==> config.mk <==
export PLATFORM = sky130hd
export DESIGN_NAME = relu_maxpool_2x2
export DESIGN_NICKNAME = d
export VERILOG_FILES = /design/src/rtl/relu_maxpool_2x2_pkg.sv /design/src/rtl/relu_maxpool_2x2_pool_row_buffer.sv /design/src/rtl/relu_maxpool_2x2.sv
export SDC_FILE = /design/constraint.sdc
export NUM_CORES = 1
export LEC_CHECK = 0
export CELL_PAD_IN_SITES_DETAIL_PLACEMENT = 0
export CELL_PAD_IN_SITES_GLOBAL_PLACEMENT = 2
export CORE_MARGIN = 3
export CORE_UTILIZATION = 48
export DETAILED_ROUTE_END_ITERATION = 10
export PLACE_DENSITY_LB_ADDON = 0.1
export SKIP_CTS_REPAIR_TIMING = 1
export SYNTH_ARGS = -nofsm -noshare
export SYNTH_HDL_FRONTEND = slang
export SYNTH_SLANG_ARGS = --single-unit
==> constraint.sdc <==
create_clock -name clk -period 6.77 [get_ports clk]
set_input_delay 1.0155 -clock clk [delete_from_list [all_inputs] [get_ports clk]]
set_output_delay 1.0155 -clock clk [all_outputs]
set_load 0.01 [all_outputs]
==> src/rtl/relu_maxpool_2x2_pkg.sv <==
// Shared constants for the ReLU + 2x2 max-pool stage.
// Holds the arithmetic encodings and the LeNet layer geometry.
package relu_maxpool_2x2_pkg;

    localparam int ARITH_FIXED  = 0;
    localparam int ARITH_FLOAT  = 1;

    localparam int LENET_C1_OUT = 28;
    localparam int LENET_C3_OUT = 10;

endpackage

==> src/rtl/relu_maxpool_2x2_pool_row_buffer.sv <==
// Holds horizontal pair maxima from an even row until the odd row reads them.
// One synchronous write port and one combinational read port.
module pool_row_buffer #(
    parameter int DATA_WIDTH = 32,
    parameter int DEPTH      = 14,
    localparam int AW        = (DEPTH > 1) ? $clog2(DEPTH) : 1
) (
    input  logic                  clk,
    input  logic                  we,
    input  logic [AW-1:0]         waddr,
    input  logic [DATA_WIDTH-1:0] wdata,
    input  logic [AW-1:0]         raddr,
    output logic [DATA_WIDTH-1:0] rdata
);

    logic [DATA_WIDTH-1:0] mem_q [DEPTH];

    always_ff @(posedge clk) begin
        if (we) begin
            mem_q[waddr] <= wdata;
        end
    end

    assign rdata = mem_q[raddr];

endmodule

==> src/rtl/relu_maxpool_2x2.sv <==
// ReLU followed by 2x2 stride-2 max pooling on a raster pixel stream.
// Never stalls; emits one pooled value per window.
module relu_maxpool_2x2
    import relu_maxpool_2x2_pkg::*;
#(
    parameter int DATA_WIDTH = 32,
    parameter int ARITH_TYPE = ARITH_FLOAT,
    parameter int IMG_WIDTH  = LENET_C1_OUT,
    parameter int IMG_HEIGHT = LENET_C1_OUT
) (
    input  logic                  clk,
    input  logic                  reset,
    input  logic                  clear,
    input  logic                  in_valid,
    input  logic [DATA_WIDTH-1:0] in_data,
    output logic                  out_valid,
    output logic [DATA_WIDTH-1:0] out_data,
    output logic                  frame_done
);

    localparam int CW    = (IMG_WIDTH > 2) ? $clog2(IMG_WIDTH) : 1;
    localparam int RW    = (IMG_HEIGHT > 2) ? $clog2(IMG_HEIGHT) : 1;
    localparam int DEPTH = IMG_WIDTH / 2;
    localparam int AW    = (DEPTH > 1) ? $clog2(DEPTH) : 1;

    if ((IMG_WIDTH % 2) != 0 || IMG_WIDTH < 2) begin : g_bad_width
        $error("relu_maxpool_2x2: IMG_WIDTH must be even");
    end
    if ((IMG_HEIGHT % 2) != 0 || IMG_HEIGHT < 2) begin : g_bad_height
        $error("relu_maxpool_2x2: IMG_HEIGHT must be even");
    end
    if (ARITH_TYPE != ARITH_FIXED && ARITH_TYPE != ARITH_FLOAT) begin : g_bad_arith
        $error("relu_maxpool_2x2: ARITH_TYPE must be 0 or 1");
    end

    logic [CW-1:0]         col_cnt_q, col_cnt_d;
    logic [RW-1:0]         row_cnt_q, row_cnt_d;
    logic [DATA_WIDTH-1:0] h_reg_q, h_reg_d;
    logic [DATA_WIDTH-1:0] out_data_q, out_data_d;
    logic                  out_valid_q, out_valid_d;
    logic                  frame_done_q, frame_done_d;

    logic [DATA_WIDTH-1:0] relu_val;
    logic [DATA_WIDTH-1:0] pair_max;
    logic [DATA_WIDTH-1:0] pool_max;
    logic [DATA_WIDTH-1:0] rb_rdata;
    logic [AW-1:0]         rb_addr;
    logic                  rb_we;
    logic                  last_col;
    logic                  last_row;

    // Sign bit is the MSB in both encodings, and once negatives are zeroed
    // an unsigned word compare orders floats and fixed-point alike.
    assign relu_val = in_data[DATA_WIDTH-1] ? '0 : in_data;
    assign pair_max = (h_reg_q > relu_val) ? h_reg_q : relu_val;
    assign pool_max = (rb_rdata > pair_max) ? rb_rdata : pair_max;
    assign rb_addr  = AW'(col_cnt_q >> 1);
    assign last_col = (col_cnt_q == CW'(IMG_WIDTH - 1));
    assign last_row = (row_cnt_q == RW'(IMG_HEIGHT - 1));

    always_comb begin
        col_cnt_d    = col_cnt_q;
        row_cnt_d    = row_cnt_q;
        h_reg_d      = h_reg_q;
        out_data_d   = out_data_q;
        out_valid_d  = 1'b0;
        frame_done_d = 1'b0;
        rb_we        = 1'b0;

        if (clear) begin
            col_cnt_d = '0;
            row_cnt_d = '0;
        end else if (in_valid) begin
            if (last_col) begin
                col_cnt_d = '0;
                row_cnt_d = last_row ? '0 : row_cnt_q + 1'b1;
            end else begin
                col_cnt_d = col_cnt_q + 1'b1;
            end

            if (!col_cnt_q[0]) begin
                h_reg_d = relu_val;
            end else if (!row_cnt_q[0]) begin
                rb_we = 1'b1;
            end else begin
                out_data_d   = pool_max;
                out_valid_d  = 1'b1;
                frame_done_d = last_col && last_row;
            end
        end
    end

    always_ff @(posedge clk or posedge reset) begin
        if (reset) begin
            col_cnt_q    <= '0;
            row_cnt_q    <= '0;
            h_reg_q      <= '0;
            out_data_q   <= '0;
            out_valid_q  <= 1'b0;
            frame_done_q <= 1'b0;
        end else begin
            col_cnt_q    <= col_cnt_d;
            row_cnt_q    <= row_cnt_d;
            h_reg_q      <= h_reg_d;
            out_data_q   <= out_data_d;
            out_valid_q  <= out_valid_d;
            frame_done_q <= frame_done_d;
        end
    end

    pool_row_buffer #(
        .DATA_WIDTH (DATA_WIDTH),
        .DEPTH      (DEPTH)
    ) u_row_buffer (
        .clk   (clk),
        .we    (rb_we),
        .waddr (rb_addr),
        .wdata (pair_max),
        .raddr (rb_addr),
        .rdata (rb_rdata)
    );

    assign out_valid  = out_valid_q;
    assign out_data   = out_data_q;
    assign frame_done = frame_done_q;

endmodule

==> out/qor.yml <==
status: "finished clean"
fill_cells: 3491
antenna_left: 0
synthToLayoutAreaGrowth_pct: 14.69
ioPinCount: 70
critPathMaxFanout: 19
ys_seq_elements: 508
grt_start_max_net_pins: 75
syn_nets: 1346
antenna_found_initial: 0
dieWidth_um: 219.2
routed_via_density: 5.788
p_leak_nw: 8.650
cp.required_ns: 7.28
end_kind: "flop"
final-setup-viol-count: 0
peakVddDrop_mv: 0.1972
netlist_area_um2: 21820
crit_type: "in2reg"
totalWireLength_mm: 50.88
drtIter0Drc: 1022
finalCritPeriodShare_pct: 86.03
cp_slowest_cell: "clkdlybuf4s50_1"
cts.sinks: 508
drc: 0
post-route-util_pct: 56.10
port_buffers: 68
cpPeakStageDelay_ns: 0.63
grt_pass1_vias: 11933
clk_latency_ns: 0.60
clockBufferDepth: 3
gp_congestion: 0.8066
cp_cell_sequence: "clkdlybuf4s50_1, buf_4, nand2b_1, ha_1, nand4_1, nor4_2, o21ai_1, a31oi_1, o22ai_4, buf_4, mux2_2, ha_1, nand3_1, or4_1, nor2_1, nand3_1, a21o_2, buf_4, o211ai_2"
grt_overflow: 0
drive_gt1_share_pct: 25.16
cp.arrival_ns: 6.33
hpwl_mm: 30.84
ys_types: 48
finalWorstPathRequiredPeriod_ns: 5.824
cts_buffers: 53
wire_per_inst_um: 25.81
die_y_um: 219.2
critPathTopFamily: "simple AND/OR/NAND/NOR gates"
antenna_cells: 0
finalHoldViolations: 0
synth_common_cells: "434 x edfxtp_1, 123 x mux4_2, 81 x nand2_1"
drv_cap: 0
clock_skew_ns: 0.02094
layout.nets: 1435
h-tree-depth: 2
power.total_mw: 7.168
synthArstFlopShare_pct: 14.57
synth_top_cell_by_area: "edfxtp_1"
vias: 11408
critPathBufInv: 4
path_clk_slew_ns: 0.06
grt_usage_pct: 21.95
rsz0062_at_grt: "false"
p_per_area_nw_per_um2: 286.5
fmax_ghz: 0.1717
syn_inst: 1246
worst_pin_slew_ns: 1.013
dp_cells: 1872
ys.flop_type: "edfxtp_1"
finalMaxSlewViolations: 0
ys_warn_count: 0
start_kind: "input port"
synth_edf_count: 434
slew_headroom_pct: 32.38
rows: 77
yosys-top-cells-area: "edfxtp_1 60%, mux4_2 13%, dfrtp_1 8.5%"
clock-root-buffer: "clkbuf_16"
avgSynthCellArea_um2: 17.51
start_util_pct: 48.92
cts_tree: "yes"
die_area_um2: 48050
ys_seq_area_share_pct: 68.21
synth.most_common_cell: "edfxtp_1"
synth_top_area_share_pct: 59.73
drtPass1Iterations: 5
fin_cells: 1971
cp_common_cell: "buf_4"
setup_tns_ns: 0
hold_class: "reg2reg"
grt_pass1_wl_mm: 77.02
core_area_um2: 44610
[logic make-up (layout without fill, tap and decap cells)]
group,after synthesis,count (layout),synth area share [%]
AO/OA/AOI/OAI,131,131,4.352
XOR/XNOR,1,1,0.04015
adder cells (fa/ha/maj),64,64,3.670
buffers and inverters,134,267,2.609
flip-flops,508,508,68.21
multiplexers,189,189,16.11
other,1,1,0.01719
AND/OR/NAND/NOR,218,218,4.989
[final timing paths]
| check | startpoint | endpoint | cells after the start | slack [ns] |
|---|---|---|---|---|
| max in group asynchronous | reset | col_cnt_q[2]$_DFFE_PP0P_ | 3 | 4.98 |
| hold reg to reg | out_data[25]$_DFFE_PP0P_ | out_data[25]$_DFFE_PP0P_ | 2 | 0.49 |
| min in group asynchronous | reset | row_cnt_q[4]$_DFFE_PP0P_ | 3 | 1.05 |
| hold / removal | out_data[25]$_DFFE_PP0P_ | out_data[25]$_DFFE_PP0P_ | 2 | 0.49 |
| setup reg to reg | col_cnt_q[1]$_DFFE_PP0P_ | out_data[10]$_DFFE_PP0P_ | 11 | 1.81 |
| setup / recovery | in_data[31] | out_data[10]$_DFFE_PP0P_ | 19 | 0.95 |
[cell type report]
cell class / instances / area (µm²) / area share, %
flip-flops and latches: 508 / 14890 / 59.52
well taps: 592 / 740.7 / 2.960
repair buffers: 100 / 933.4 / 3.730
inverters: 68 / 256.5 / 1.025
clock inverters: 35 / 312.8 / 1.250
multi-input cells: 604 / 6476 / 25.88
clock buffers: 64 / 1410 / 5.635
[per-stage QoR]
stage | instance area [µm²] | hold WS, ns | setup WS [ns]
2_1_floorplan | 21820 | 0.4671 | 1.918
4_1_cts | 25020 | 0.4935 | 0.9344
6_report | 25020 | 0.4877 | 0.9460
3_3_place_gp | 23300 | 0.4786 | 0.2783
3_5_place_dp | 23300 | 0.4744 | 0.3333
5_1_grt | 25020 | 0.5205 | 0.6046
[per-layer routing]
metal  wire (µm)  track usage, %
met5           0               0
met4        1144           6.114
met3        3115           3.503
met2       23810           34.17
met1       22810           32.51
[registers in the layout (all words and copies together) (netlist names)]
register            count
h_reg_q                31
u_row_buffer.mem_q    434
frame_done              1
out_valid               1
out_data               31
row_cnt_q               5
col_cnt_q               5
[tightest hold or removal path: stages, from the launching register on]
cell and delay [ns]:
dfrtp_1 0.34, nand2_1 0.06, o211ai_2 0.05
[where the power goes]
group / internal, mW / total, mW / switching, mW
combinational: 0.257 / 0.701 / 0.443
clock: 1.68 / 2.88 / 1.20
sequential: 3.55 / 3.59 / 0.0355
[layout by cell type (no fill, tap or decap), types with 8 or more instances in the layout]
| master | Yosys | final |
|---|---|---|
| nand2_1 | 81 | 81 |
| buf_4 | 8 | 31 |
| clkbuf_1 | 38 | 9 |
| inv_1 | 68 | 67 |
| o21ai_0 | 45 | 45 |
| dfrtp_1 | 74 | 70 |
| nand4_1 | 37 | 37 |
| mux2_2 | 59 | 59 |
| nor2_1 | 29 | 19 |
| a21oi_1 | 29 | 29 |
| clkdlybuf4s50_1 | 0 | 68 |
| clkbuf_16 | 0 | 55 |
| nand2b_1 | 34 | 34 |
| mux4_2 | 123 | 123 |
| a21o_1 | 9 | 8 |
| nor2_4 | 0 | 10 |
| edfxtp_1 | 434 | 434 |
| o211ai_2 | 28 | 28 |
| ha_1 | 64 | 64 |
| nand3_1 | 12 | 11 |
| clkinv_1 | 0 | 11 |
| clkinv_2 | 0 | 12 |
(Power assumes the default switching activity.)
